`config.mk`:
```
export PLATFORM = sky130hd
export DESIGN_NAME = mem_arbiter
export DESIGN_NICKNAME = d
export VERILOG_FILES = /design/src/rtl/mem_arbiter.sv
export SDC_FILE = /design/constraint.sdc
export NUM_CORES = 1
export LEC_CHECK = 0
export ABC_AREA = 1
export CAP_MARGIN = 20
export CORE_MARGIN = 3
export CORE_UTILIZATION = 38
export DETAILED_ROUTE_END_ITERATION = 8
export PLACE_DENSITY = 0.78
export SLEW_MARGIN = 15
export SYNTH_ARGS = -nofsm -noshare
export SYNTH_HDL_FRONTEND = slang
export SYNTH_SLANG_ARGS = --single-unit
```
`constraint.sdc`:
```
create_clock -name clock -period 1.3 [get_ports clock]
set_input_delay 0.26 -clock clock [delete_from_list [all_inputs] [get_ports clock]]
set_output_delay 0.26 -clock clock [all_outputs]
set_load 0.02 [all_outputs]
```
`src/rtl/mem_arbiter.sv`:
```
// mem_arbiter
//   Arbitrates one single-port memory between an instruction-fetch port and
//   a data (load/store) port. Data requests win in IDLE unless the fetch side
//   has been passed over MAX_D_BURST times in a row, at which point the fetch
//   is granted. A fetch can be cancelled by if_flush; the memory transaction
//   still runs to completion but its result is discarded.
//
// Ports
//   clock, reset      : rising-edge clock, asynchronous active-low reset
//   if_req/if_addr    : fetch request (level) and address
//   if_flush          : cancel pending / in-flight fetch
//   if_rdata/if_valid : fetch result, valid for one cycle
//   d_req/d_we        : data request (level), 1 = store
//   d_addr/d_wdata    : data address and store data
//   d_rdata/d_valid   : load result / access complete, one-cycle pulse
//   mem_req/mem_we    : registered memory request and write enable
//   mem_addr/mem_wdata: registered memory address and write data
//   mem_rdata/mem_ack : memory read data and one-cycle completion
module mem_arbiter #(
  parameter int unsigned ADDR_W      = 32,
  parameter int unsigned DATA_W      = 32,
  parameter int unsigned MAX_D_BURST = 4
) (
  input  logic              clock,
  input  logic              reset,
  input  logic              if_req,
  input  logic [ADDR_W-1:0] if_addr,
  input  logic              if_flush,
  output logic [DATA_W-1:0] if_rdata,
  output logic              if_valid,
  input  logic              d_req,
  input  logic              d_we,
  input  logic [ADDR_W-1:0] d_addr,
  input  logic [DATA_W-1:0] d_wdata,
  output logic [DATA_W-1:0] d_rdata,
  output logic              d_valid,
  output logic              mem_req,
  output logic              mem_we,
  output logic [ADDR_W-1:0] mem_addr,
  output logic [DATA_W-1:0] mem_wdata,
  input  logic [DATA_W-1:0] mem_rdata,
  input  logic              mem_ack
);

  typedef enum logic [1:0] {
    IDLE    = 2'd0,
    IF_BUSY = 2'd1,
    D_BUSY  = 2'd2,
    IF_DROP = 2'd3
  } state_t;

  localparam logic [3:0] LP_MAX_BURST = 4'(MAX_D_BURST);

  state_t            r_state;
  logic [3:0]        r_starve;
  logic              r_mem_req;
  logic              r_mem_we;
  logic [ADDR_W-1:0] r_mem_addr;
  logic [DATA_W-1:0] r_mem_wdata;
  logic [DATA_W-1:0] r_if_rdata;
  logic              r_if_valid;
  logic [DATA_W-1:0] r_d_rdata;
  logic              r_d_valid;

  logic              w_idle;
  logic              w_fetch_live;
  logic              w_grant_d;
  logic              w_grant_if;
  logic [3:0]        w_starve_nxt;

  // A fetch only competes when it is not being cancelled this cycle.
  assign w_idle       = (r_state == IDLE);
  assign w_fetch_live = if_req && !if_flush;
  assign w_grant_d    = w_idle && d_req && (r_starve < LP_MAX_BURST);
  assign w_grant_if   = w_idle && !w_grant_d && w_fetch_live;

  // Starvation counter: counts data grants that bypassed a live fetch.
  // It can never pass LP_MAX_BURST because data is not granted at the limit.
  always_comb begin
    w_starve_nxt = r_starve;
    if (w_idle) begin
      if (!if_req) begin
        w_starve_nxt = '0;
      end else if (w_grant_if) begin
        w_starve_nxt = '0;
      end else if (w_grant_d && !if_flush) begin
        w_starve_nxt = r_starve + 4'd1;
      end
    end
  end

  always_ff @(posedge clock or negedge reset) begin
    if (!reset) begin
      r_state     <= IDLE;
      r_starve    <= '0;
      r_mem_req   <= 1'b0;
      r_mem_we    <= 1'b0;
      r_mem_addr  <= '0;
      r_mem_wdata <= '0;
      r_if_rdata  <= '0;
      r_if_valid  <= 1'b0;
      r_d_rdata   <= '0;
      r_d_valid   <= 1'b0;
    end else begin
      r_if_valid <= 1'b0;
      r_d_valid  <= 1'b0;
      r_starve   <= w_starve_nxt;
      unique case (r_state)
        IDLE: begin
          // mem_ack is ignored here: no transaction is outstanding.
          if (w_grant_d) begin
            r_state     <= D_BUSY;
            r_mem_req   <= 1'b1;
            r_mem_we    <= d_we;
            r_mem_addr  <= d_addr;
            r_mem_wdata <= d_wdata;
          end else if (w_grant_if) begin
            r_state    <= IF_BUSY;
            r_mem_req  <= 1'b1;
            r_mem_we   <= 1'b0;
            r_mem_addr <= if_addr;
          end
        end
        IF_BUSY: begin
          if (mem_ack) begin
            r_state   <= IDLE;
            r_mem_req <= 1'b0;
            // A flush coinciding with the ack discards the result.
            if (!if_flush) begin
              r_if_rdata <= mem_rdata;
              r_if_valid <= 1'b1;
            end
          end else if (if_flush) begin
            r_state <= IF_DROP;
          end
        end
        D_BUSY: begin
          if (mem_ack) begin
            r_state   <= IDLE;
            r_mem_req <= 1'b0;
            r_d_rdata <= mem_rdata;
            r_d_valid <= 1'b1;
          end
        end
        IF_DROP: begin
          // Memory cannot be aborted; wait out the ack silently.
          if (mem_ack) begin
            r_state   <= IDLE;
            r_mem_req <= 1'b0;
          end
        end
        default: begin
          r_state   <= IDLE;
          r_mem_req <= 1'b0;
        end
      endcase
    end
  end

  assign mem_req   = r_mem_req;
  assign mem_we    = r_mem_we;
  assign mem_addr  = r_mem_addr;
  assign mem_wdata = r_mem_wdata;
  assign if_rdata  = r_if_rdata;
  assign if_valid  = r_if_valid;
  assign d_rdata   = r_d_rdata;
  assign d_valid   = r_d_valid;

endmodule

```
==> results.json <==
{
  "synthCells": 678,
  "holdWs_ps": 270,
  "wirelength_um": 17200,
  "crit_arrival_ps": 1660,
  "cts_max_path_buffers": 2,
  "ant_nets": 0,
  "fin_area_mm2": 0.00891,
  "cts_buffers": 17,
  "synth_top_area_frac": 0.597,
  "worst_pin_slew_ps": 266,
  "ys_ff_latch": 138,
  "status": "finished, violations left",
  "max_cap_violations": 0,
  "syn_nets": 814,
  "hold_viol": 0,
  "vdd_drop_max_v": 0.00109,
  "min_path_type": "input pin to async pin",
  "die_h_um": 129,
  "rows": 44,
  "wire_per_inst_um": 14.7,
  "die-area_mm2": 0.0167,
  "cts_tree": "done",
  "h-tree-depth": 4,
  "period_share": 1.04,
  "drc": 0,
  "synth-seq-area-share": 0.597,
  "clkSinkCount": 138,
  "worst_slack_ps": -54.9,
  "period_minus_slack_ps": 1350,
  "coreArea_mm2": 0.0147,
  "rsz0062_at_grt": "yes",
  "violations": "setup timing",
  "n_antenna_cell": 0,
  "ys_types": 20,
  "yosysMostFrequentCell": "nand2_1",
  "fill_cells": 1334,
  "max_freq_mhz": 738,
  "grt_use_total": 0.202,
  "ys.flop_type": "dfrtp_1",
  "power_mw": 21.0,
  "ys_async_sr_fraction": 1.00,
  "synth_edf_count": 0,
  "syn_area_mm2": 0.00578,
  "cp_data_required_time_ps": 1600,
  "cts-root-buf": "clkbuf_16",
  "dp_hpwl_um": 12300,
  "r2r-start": "r_state[0]",
  "worst-setup-path-type": "register to register",
  "place_area_mm2": 0.00883,
  "final_layout_size_suffix_gt1_frac": 0.224,
  "yosys.area.top_type": "dfrtp_1",
  "grt_pass1_wl_um": 26200,
  "relSlewSlack": 0.823,
  "io_pins": 267,
  "port_buffers": 266,
  "overflow": 0,
  "firstDrtPassIters": 4,
  "drv_slew": 0,
  "synth.avg_cell_area_um2": 8.53,
  "start_util": 0.393,
  "path_max_fanout": 8,
  "startpoint_type": "register",
  "clk_latency_ps": 410,
  "grt_max_degree": 50,
  "fin_skew_ps": 5.01,
  "antenna_found_initial": 0,
  "via_per_inst": 4.61,
  "ys_warn_count": 0,
  "num_vias": 5362,
  "gp_routability_congestion": 0.790,
  "startpoint": "r_state[0]",
  "leakage_nw": 4.73,
  "netlist_top_cells_count": "253 x nand2_1, 138 x dfrtp_1, 75 x inv_1, 64 x nor2_1, 56 x o21ai_0",
  "p_per_area_mw_per_mm2": 2360,
  "worstSetupEndpointType": "register",
  "clkTransAtPathRegs_ps": 60,
  "syn_to_final_growth_pct": 54.1,
  "nNetsFinal": 1102,
  "dieWidth_um": 129,
  "synth_area_leaders": "dfrtp_1 60%, nand2_1 16%, inv_1 4.9%",
  "multi_input_area_mm2": 0.00192,
  "grt_pass1_vias": 5325,
  "setup_viol": 35,
  "drt_iter0_markers": 221,
  "seq_area_mm2": 0.00345
}
==> sequential cells by signal, indices dropped and copies added, names as in the netlist <==
name,count
d_rdata,32
d_valid,1
if_rdata,32
if_valid,1
mem_addr,32
mem_req,1
mem_wdata,32
mem_we,1
r_starve,4
r_state,2
==> routing by layer <==
| metal | up-vias | track usage | routed length (µm) |
|---|---|---|---|
| met1 | 2467 | 0.237 | 6910 |
| met5 | - | 0 | 0 |
| met3 | 25 | 0.0800 | 1810 |
| met4 | 0 | 0.0729 | 283 |
| li1 | 2641 | - | - |
| met2 | 229 | 0.337 | 8150 |
==> placed cells by master, fill, tap and decap left out, types with 2 or more instances in the layout <==
| cell type | n |
|---|---|
| buf_12 | 9 |
| buf_2 | 132 |
| buf_4 | 19 |
| buf_6 | 4 |
| clkbuf_16 | 19 |
| clkdlybuf4s50_1 | 133 |
| clkinv_2 | 5 |
| clkinv_4 | 2 |
| clkinvlp_4 | 3 |
| dfrtp_1 | 137 |
| inv_1 | 72 |
| inv_2 | 3 |
| inv_6 | 2 |
| inv_8 | 2 |
| nand2_1 | 250 |
| nand2_2 | 3 |
| nand3_1 | 5 |
| nand3_2 | 4 |
| nand3b_1 | 31 |
| nor2_1 | 62 |
| nor2_2 | 3 |
| nor2_4 | 2 |
| o21ai_0 | 55 |
| o21ai_1 | 11 |
==> final timing paths <==
check,end,slack (ps),cells past startpoint
max reg2reg,mem_addr[2],-50,7
max in group asynchronous,r_state[1],500,3
max,mem_addr[2],-50,7
min in group clock,mem_wdata[18],380,3
min reg2reg,mem_req,470,2
min,if_rdata[11],270,2
==> critical path, cell delays in order, from the launching register on <==
cell and delay (ps):
dfrtp_1 420, nor2_4 200, nand3_4 160, inv_8 130
clkbuf_16 170, nand2_1 50, nand2_1 70, nor2_2 40
==> what timing repair did <==
action | in CTS | in global routing
hold buffers | 1 | 0
setup buffers | 4 | 1
endpoints found under the setup margin | 177 | 103
hold endpoints to repair | 138 | 0
cloned | 1 | 2
pin swaps | 2 | 6
gates resized for setup | 535 | 17
==> final cells by class <==
cell class              instances  share of cell area
flip-flops and latches        138               0.388
multi-input cells             431               0.215
clock inverters                14              0.0139
clock buffers                  18              0.0482
well taps                     184              0.0258
repair buffers                302               0.276
inverters                      76              0.0329
==> logic make-up (layout without fill, tap and decap cells) <==
kind of cell / count (synthesis) / in the layout / synth area share
AND/OR/NAND/NOR: 363 / 363 / 0.263
flip-flops: 138 / 138 / 0.597
adder cells (fa/ha/maj): 1 / 1 / 0.00216
AO/OA/AOI/OAI: 67 / 67 / 0.0580
buffers and inverters: 109 / 410 / 0.0794
==> metrics by stage <==
step           setup slack (ps)  utilization  std cells  TNS, ps
2_1_floorplan             -14.8            -        678     -237
3_3_place_gp               -275        0.601       1123   -22990
3_5_place_dp               -297        0.601       1123   -26150
4_1_cts                   -37.0        0.599       1160     -304
5_1_grt                    -134        0.606       1163    -7450
6_report                  -54.9        0.606       1163     -868
==> power by group <==
part	switching, mW	internal, mW
Clock	1.86	2.64
Combinational	5.84	3.43
Sequential	1.00	6.25
Total	8.70	12.3
No activity file was read; power rests on OpenSTA's default activity.
